**src/rtl/irq_arbiter_n.sv**
```systemverilog
// rtl/irq_arbiter_n.sv - prioritised external interrupt arbiter with claim/complete handshake
module irq_arbiter_n #(
    parameter int NUM_IRQ     = 8,
    parameter int PRIO_W      = 3,
    parameter int SYNC_STAGES = 2,
    parameter int ID_W        = $clog2(NUM_IRQ + 1)
) (
    input  logic               clk,
    input  logic               rst_n,
    input  logic [NUM_IRQ-1:0] irq_i,
    input  logic               cfg_we,
    input  logic [ID_W-1:0]    cfg_id,
    input  logic [PRIO_W-1:0]  cfg_prio,
    input  logic               cfg_en,
    input  logic               cfg_edge,
    input  logic [PRIO_W-1:0]  threshold,
    output logic               irq_o,
    input  logic               claim_req,
    output logic [ID_W-1:0]    claim_id,
    output logic               claim_valid,
    input  logic               complete_we,
    input  logic [ID_W-1:0]    complete_id,
    output logic [NUM_IRQ-1:0] pending_o
);

    logic [NUM_IRQ-1:0] sync_q [SYNC_STAGES];
    logic [NUM_IRQ-1:0] s_d_q;
    logic [NUM_IRQ-1:0] pending_q, pending_d;
    logic [NUM_IRQ-1:0] in_service_q, in_service_d;
    logic [NUM_IRQ-1:0] en_q, en_d;
    logic [NUM_IRQ-1:0] edge_q, edge_d;
    logic [PRIO_W-1:0]  prio_q [NUM_IRQ];
    logic [PRIO_W-1:0]  prio_d [NUM_IRQ];
    logic               irq_q;
    logic               claim_valid_q;
    logic [ID_W-1:0]    claim_id_q;

    logic [NUM_IRQ-1:0] s;
    logic [NUM_IRQ-1:0] set_pend;
    logic [NUM_IRQ-1:0] eligible;
    logic               win_found;
    logic [ID_W-1:0]    win_id;
    logic [PRIO_W-1:0]  win_prio;

    assign s        = sync_q[SYNC_STAGES-1];
    // Level sources stop re-pending while in service; edge sources may queue one more
    assign set_pend = (edge_q & s & ~s_d_q) | (~edge_q & s & ~in_service_q);

    always_comb begin
        eligible = '0;
        for (int k = 0; k < NUM_IRQ; k++) begin
            eligible[k] = pending_q[k] & en_q[k] & ~in_service_q[k] & (prio_q[k] > threshold);
        end
    end

    // Strict greater-than while scanning upwards keeps ties on the lowest ID
    always_comb begin
        win_found = 1'b0;
        win_id    = '0;
        win_prio  = '0;
        for (int k = 0; k < NUM_IRQ; k++) begin
            if (eligible[k] && (!win_found || prio_q[k] > win_prio)) begin
                win_found = 1'b1;
                win_id    = ID_W'(k + 1);
                win_prio  = prio_q[k];
            end
        end
    end

    always_comb begin
        pending_d    = pending_q;
        in_service_d = in_service_q;
        en_d         = en_q;
        edge_d       = edge_q;
        prio_d       = prio_q;
        for (int k = 0; k < NUM_IRQ; k++) begin
            if (claim_req && win_found && int'(win_id) == k + 1) begin
                pending_d[k]    = set_pend[k] & edge_q[k];
                in_service_d[k] = 1'b1;
            end else if (set_pend[k]) begin
                pending_d[k] = 1'b1;
            end
            if (complete_we && int'(complete_id) == k + 1 && in_service_q[k]) begin
                in_service_d[k] = 1'b0;
            end
            if (cfg_we && int'(cfg_id) == k + 1) begin
                prio_d[k] = cfg_prio;
                en_d[k]   = cfg_en;
                edge_d[k] = cfg_edge;
                if (edge_q[k] && !cfg_edge) begin
                    pending_d[k] = 1'b0;
                end
            end
        end
    end

    always_ff @(posedge clk or negedge rst_n) begin
        if (!rst_n) begin
            for (int i = 0; i < SYNC_STAGES; i++) begin
                sync_q[i] <= '0;
            end
            for (int k = 0; k < NUM_IRQ; k++) begin
                prio_q[k] <= '0;
            end
            s_d_q         <= '0;
            pending_q     <= '0;
            in_service_q  <= '0;
            en_q          <= '0;
            edge_q        <= '0;
            irq_q         <= 1'b0;
            claim_valid_q <= 1'b0;
            claim_id_q    <= '0;
        end else begin
            sync_q[0] <= irq_i;
            for (int i = 1; i < SYNC_STAGES; i++) begin
                sync_q[i] <= sync_q[i-1];
            end
            prio_q        <= prio_d;
            s_d_q         <= s;
            pending_q     <= pending_d;
            in_service_q  <= in_service_d;
            en_q          <= en_d;
            edge_q        <= edge_d;
            irq_q         <= |eligible;
            claim_valid_q <= claim_req;
            claim_id_q    <= claim_req ? win_id : '0;
        end
    end

    assign irq_o       = irq_q;
    assign claim_valid = claim_valid_q;
    assign claim_id    = claim_id_q;
    assign pending_o   = pending_q;

endmodule

```
**config.mk**
```make
export PLATFORM = sky130hd
export DESIGN_NAME = irq_arbiter_n
export DESIGN_NICKNAME = d
export VERILOG_FILES = /design/src/rtl/irq_arbiter_n.sv
export SDC_FILE = /design/constraint.sdc
export NUM_CORES = 1
export LEC_CHECK = 0
export ABC_CLOCK_PERIOD_IN_PS = 24300
export BUFFER_PORTS_ARGS = -buffer_cell sky130_fd_sc_hd__buf_2
export CAP_MARGIN = 10
export CORE_UTILIZATION = 60
export CTS_BUF_LIST = sky130_fd_sc_hd__clkbuf_4
export DETAILED_ROUTE_END_ITERATION = 8
export PLACE_DENSITY = 0.81
export RECOVER_POWER = 25
export SLEW_MARGIN = 20
export SYNTH_ARGS = -nofsm -noshare
export SYNTH_HDL_FRONTEND = slang
export SYNTH_SLANG_ARGS = --single-unit
```
**constraint.sdc**
```tcl
create_clock -name clk -period 24.3 [get_ports clk]
set_input_delay 4.86 -clock clk [delete_from_list [all_inputs] [get_ports clk]]
set_output_delay 4.86 -clock clk [all_outputs]
set_load 0.01 [all_outputs]
```
Yosys cells after proc, flatten, opt, wreduce, memory -nomap -nowiden
Cells that the tools add are included.

Latch bits: 0. Bits of input ports: 29. Output and inout bits: 14. Register bits: 86. Bits in writable memories: 0. Bits in read-only memories: 0. Memories kept: 0.

Muxes and demuxes: 72. Multiply operators: 0. $add $sub $neg: 0. Bitwise logic cells: 48. Eq/ne operators: 24. Div/mod/pow operators: 0. Shift-type cells: 0. Reductions and logical operators: 72. Magnitude comparators: 15.

Operators by type and width (number): == test 4 bit (second input constant) (15); two-way mux 1 bit (57); logical AND 1 bit (48); > comparator 3 bit (15); AND 1 bit (32); AND 8 bit (4); two-way mux 4 bit (8); == test 4 x 3 -> 1 bit (second input constant) (6); NOT 8 bit (3); two-way mux 3 bit (7); nonzero test 2 bit (8); == test 4 x 2 -> 1 bit (second input constant) (3); zero test 1 bit (8); NOT 1 bit (8); bitwise OR 8 bit (1); OR reduction 8 bit (1); logical OR 1 bit (7).

Longest topological paths before layout
Depth in word-level cells: 37. Mapped depth: 61. Mapped depth without buffers: 59.

Worst setup path after synthesis
Ideal clock, no wire load.

Kind: input-to-reg. Start point: input port threshold[2]. End point: register pending_q[1] (netlist: pending_o[1]). Data required time: 24.171 ns. Library setup time: 0.129 ns. Buffers on the path: 2. Stages on the path: 58. Arrival: 15.090 ns. Setup slack: 9.081 ns. Path through: inv_1 ha_1 a311oi_4 and2_2 nand2_1 ha_1 nor2b_1 o21ai_0 a32oi_1 o21a_1 a22oi_1 ha_1 nor2b_1 o21a_1 o21ai_0 a21oi_1 nor2b_1 or2_2 [22 not listed] a31oi_1 ha_1 nor2b_1 o21a_1 o21ai_0 nor2_1 nor3_1 a22o_1 a31oi_1 ha_1 nor2b_1 o21ai_0 a32oi_1 a41oi_2 o21ai_4 or3_1 buf_6 o41a_1.

Word-level cells in the longest chain between the ends: 36. Elaborated cells between the ends (all ways): 73. Those cells by class: order compare (15); eq/ne (1); mux (26); bitwise (8); reduce/logical (23).

RTL lines: start, declared (RTL line 16) `input logic [PRIO_W-1:0] threshold,`; > comparator 3 bit (RTL line 52) `eligible[k] = pending_q[k] & en_q[k] & ~in_service_q[k] & (prio_q[k] > threshold);`; AND 1 bit (RTL line 52); two-way mux 3 bit / two-way mux 1 bit (equally long branches) (RTL line 62) `if (eligible[k] && (!win_found || prio_q[k] > win_prio)) begin`; > comparator 3 bit / zero test 1 bit (equally long branches) (RTL line 62); logical OR 1 bit (RTL line 62); logical AND 1 bit (RTL line 62); two-way mux 3 bit / two-way mux 1 bit (equally long branches) (RTL line 62); > comparator 3 bit / zero test 1 bit (equally long branches) (RTL line 62); [21 not listed]; logical AND 1 bit (RTL line 62); two-way mux 4 bit / two-way mux 1 bit (equally long branches) (RTL line 62); == test 4 x 3 -> 1 bit / logical AND 1 bit (equally long branches) (RTL line 77) `if (claim_req && win_found && int'(win_id) == k + 1) begin`; logical AND 1 bit (*) (RTL line 77); two-way mux 1 bit (*) (RTL line 77); two-way mux 1 bit (RTL line 90) `if (edge_q[k] && !cfg_edge) begin`; two-way mux 1 bit (*) (RTL line 86) `if (cfg_we && int'(cfg_id) == k + 1) begin`; named net pending_d[1] (RTL line 28) `logic [NUM_IRQ-1:0] pending_q, pending_d;`; end signal, assigned (RTL line 120) `pending_q <= pending_d;`; end, declared (RTL line 28).

The timed path passes the listed nets; every way through them passes the cells marked *. A chain may end at the register's enable or synchronous reset.

Final worst setup path
Same ends and word-level chain as after synthesis.

==> flow_metrics.tcl <==
set metrics [dict create \
    status "finished with violations" \
    violations "max-capacitance violations, max-slew violations" \
    power.internal_mw 0.310 \
    power_density_mw_per_mm2 98.4 \
    cts-root-buf "clkbuf_4" \
    slew_violations 72 \
    multi_input_area_mm2 0.00254 \
    cts-buffers-inserted 9 \
    grt_max_degree 72 \
    synth_cells 444 \
    power_mw 0.517 \
    grt_overflow 0 \
    area_growth_pct 9.52 \
    power_switching_mw 0.207 \
    rsz0062_at_grt "no" \
    crit_path_end_kind "register" \
    htreeDepth 3 \
    swShare_pct 40.0 \
    postLayoutCoreUtil_pct 68.0 \
    first_global_vias 3838 \
    cts_tree "done" \
    via_count 3807 \
    diodes 0 \
    synth_top_family_by_area "compound AO/OA/AOI/OAI gates" \
    max_freq_mhz 60.7 \
    period_needed_ns 16.48 \
    core-area_mm2 0.00773 \
    ant_nets 0 \
    register_area_mm2 0.00215 \
    io_buffers 42 \
    grt_first_pass_wirelength_mm 18.8 \
    whs_ns 0.365 \
    cts_setup_buffers 0 \
    layout-drive-gt1-share_pct 21.0 \
    wire_per_inst_um 19.2 \
    drt_drc_violations_left 0 \
    crit_required_ns 24.62 \
    die_area_mm2 0.00835 \
    drt_wl_total_mm 11.5 \
    ios 43 \
    pre_cts_ws_ns 7.57 \
    die_w_um 91.4 \
    synthMuxAreaShare_pct 8.95 \
    dpl.hpwl_mm 8.57 \
    async_flop_share_pct 100 \
    hold_buffers 0 \
    synth_xor_area_share_pct 0 \
    crit_path_max_fanout 10 \
    nets 564 \
    combPwrFrac_pct 41.7 \
    yosys_warnings 0 \
    fp-row-count 32 \
    gr-usage-all-layers_pct 29.7 \
    synth-compound-area-share_pct 18.9 \
    antenna_found_initial 0 \
    drtPass1Iterations 5 \
    drtIter0Drc 213 \
    cts_buffer_depth 2 \
    dieHeight_um 91.4 \
    clock-skew-final_ns 0.0186 \
    worst-setup-path-type "primary input to register" \
    cts.clk_slew.worst_paths_ns 0.15 \
    cap_violations 1 \
    p_leak_nw 2.29 \
    final.fill_count 595 \
    synthSimpleGateAreaFrac_pct 13.2 \
    slowest_delay_ns 0.50 \
    synth_area_mm2 0.00480 \
    slew-limit-headroom_pct -141 \
    cp_top_family "compound AO/OA/AOI/OAI gates" \
    worstHoldPathType "register to register" \
    syn_area_per_cell_um2 10.8 \
    syn_nets 518 \
    hold_viol_final 0 \
    setup-tns-final_ns 0 \
    worst_setup_path_start_kind "primary input" \
    ys_types 60 \
    pwr-share-seq_pct 40.1 \
    gp_congestion 0.909 \
    clkPwrFrac_pct 18.2 \
    vias_per_cell 6.38 \
    synth_seq_cells 86 \
    synth_ff_type "dfrtp_1" \
    setup_ws_ns 7.82 \
    worst_pin_slew_ns 3.61 \
    cts.sinks 86 \
    critPathSlowestCell "or3_1" \
    ir_worst_vdd_mv 0.0598 \
    path_buf_inv 2 \
    synth_adder_area_share_pct 11.7 \
    setup_viol 0 \
    clk_latency_ns 0.45 \
    synth_seq_area_share_pct 44.9 \
    ctsResizeCount 0 \
    cp.arrival_ns 16.80 \
    fin_crit_sh_pct 67.8 \
    initial_core_util_pct 62.1 \
    synth_edf_count 0 \
]
==> cells in the final DEF, fill, tap and decap left out, drive strengths merged, types with 9 or more instances in the layout <==
cell type,netlist,layout
clkbuf,4,13
nand2,47,47
nor3b,9,9
ha,45,45
o31ai,9,9
mux2,31,31
a21oi,25,25
dfrtp,86,86
nor2,20,20
nor2b,10,10
buf,4,39
o21ai,31,31
nand3,10,10
inv,16,18
==> sequential cells by signal (all words and copies together) (netlist names) <==
signal        count
s_d_q             8
prio_q           24
irq_o             1
claim_id          4
in_service_q      8
en_q              8
claim_valid       1
s                 8
pending_o         8
edge_q            8
sync_q            8
==> cells by family after synthesis <==
kind of cell / count (synthesis)
muxes: 39
and+or+nand+nor: 126
AOI/OAI and AO/OA: 124
DFF: 86
buffers and inverters: 24
adders and majority gates: 45
==> power groups by stage <==
stage          sequential [mW]  clock, mW  combinational (mW)
4_1_cts                  0.206     0.0949               0.213
3_5_place_dp             0.208          0               0.211
5_1_grt                  0.211      0.100               0.240
3_3_place_gp             0.208          0               0.200
2_1_floorplan            0.202          0               0.154
6_report                 0.207     0.0939               0.216
==> worst register-to-register path, delay by kind of cell, from the launching register on <==
kind            cells  cell delay, ns
fa+ha+maj           8            2.57
flops               1            0.47
compound gates     29            5.60
simple gates       18            3.42
==> cell type report <==
cell class | count | area share [%]
Sequential cell | 86 | 41.0
Clock buffer | 9 | 1.29
Tap cell | 102 | 2.43
Inverter | 16 | 1.14
Timing Repair Buffer | 43 | 4.00
Multi-Input combinational cell | 334 | 48.3
Clock inverter | 7 | 1.83
==> layer usage <==
| metal | global-route usage, % | wire length [µm] | part of all wire, % | vias up |
|---|---|---|---|---|
| met4 | 11.6 | 199 | 1.7 | 0 |
| met5 | 0 | 0 | 0 | - |
| met1 | 40.9 | 5260 | 46 | 1885 |
| li1 | - | - | - | 1757 |
| met3 | 4.52 | 565 | 4.9 | 20 |
| met2 | 47.2 | 5450 | 47 | 145 |
==> final timing paths <==
kind | to | slack, ns | cells past startpoint | start
worst max-delay path | pending_o[1]$_DFF_PN0_ | 7.82 | 57 | threshold[2]
worst min-delay path | s[7]$_DFF_PN0_ | 0.37 | 0 | sync_q[15]$_DFF_PN0_
worst max register to register | pending_o[1]$_DFF_PN0_ | 12.11 | 55 | prio_q[23]$_DFFE_PN0P_
worst min register to register | s[7]$_DFF_PN0_ | 0.37 | 0 | sync_q[15]$_DFF_PN0_
max in group asynchronous | pending_o[3]$_DFF_PN0_ | 15.88 | 2 | rst_n
min in group asynchronous | prio_q[4]$_DFFE_PN0P_ | 4.49 | 1 | rst_n
==> synth_stat cells (all sizes together), types with 9 or more instances <==
master   n  area, µm²
inv     16       60.1
a21oi   25        129
nor2b   10       62.6
nand3   10       50.1
nand2   47        176
ha      45        563
nor2    20       75.1
mux2    31        349
dfrtp   86       2150
o21ai   31        170
o31ai    9       67.6
nor3b    9       67.6
==> through the flow <==
step	instance area (µm²)	cells
after global placement	5090	581
after CTS	5260	597
final	5250	597
after global routing	5250	597
after detailed placement	5090	581
after floorplan	4800	444
(Power assumes the default switching activity.)
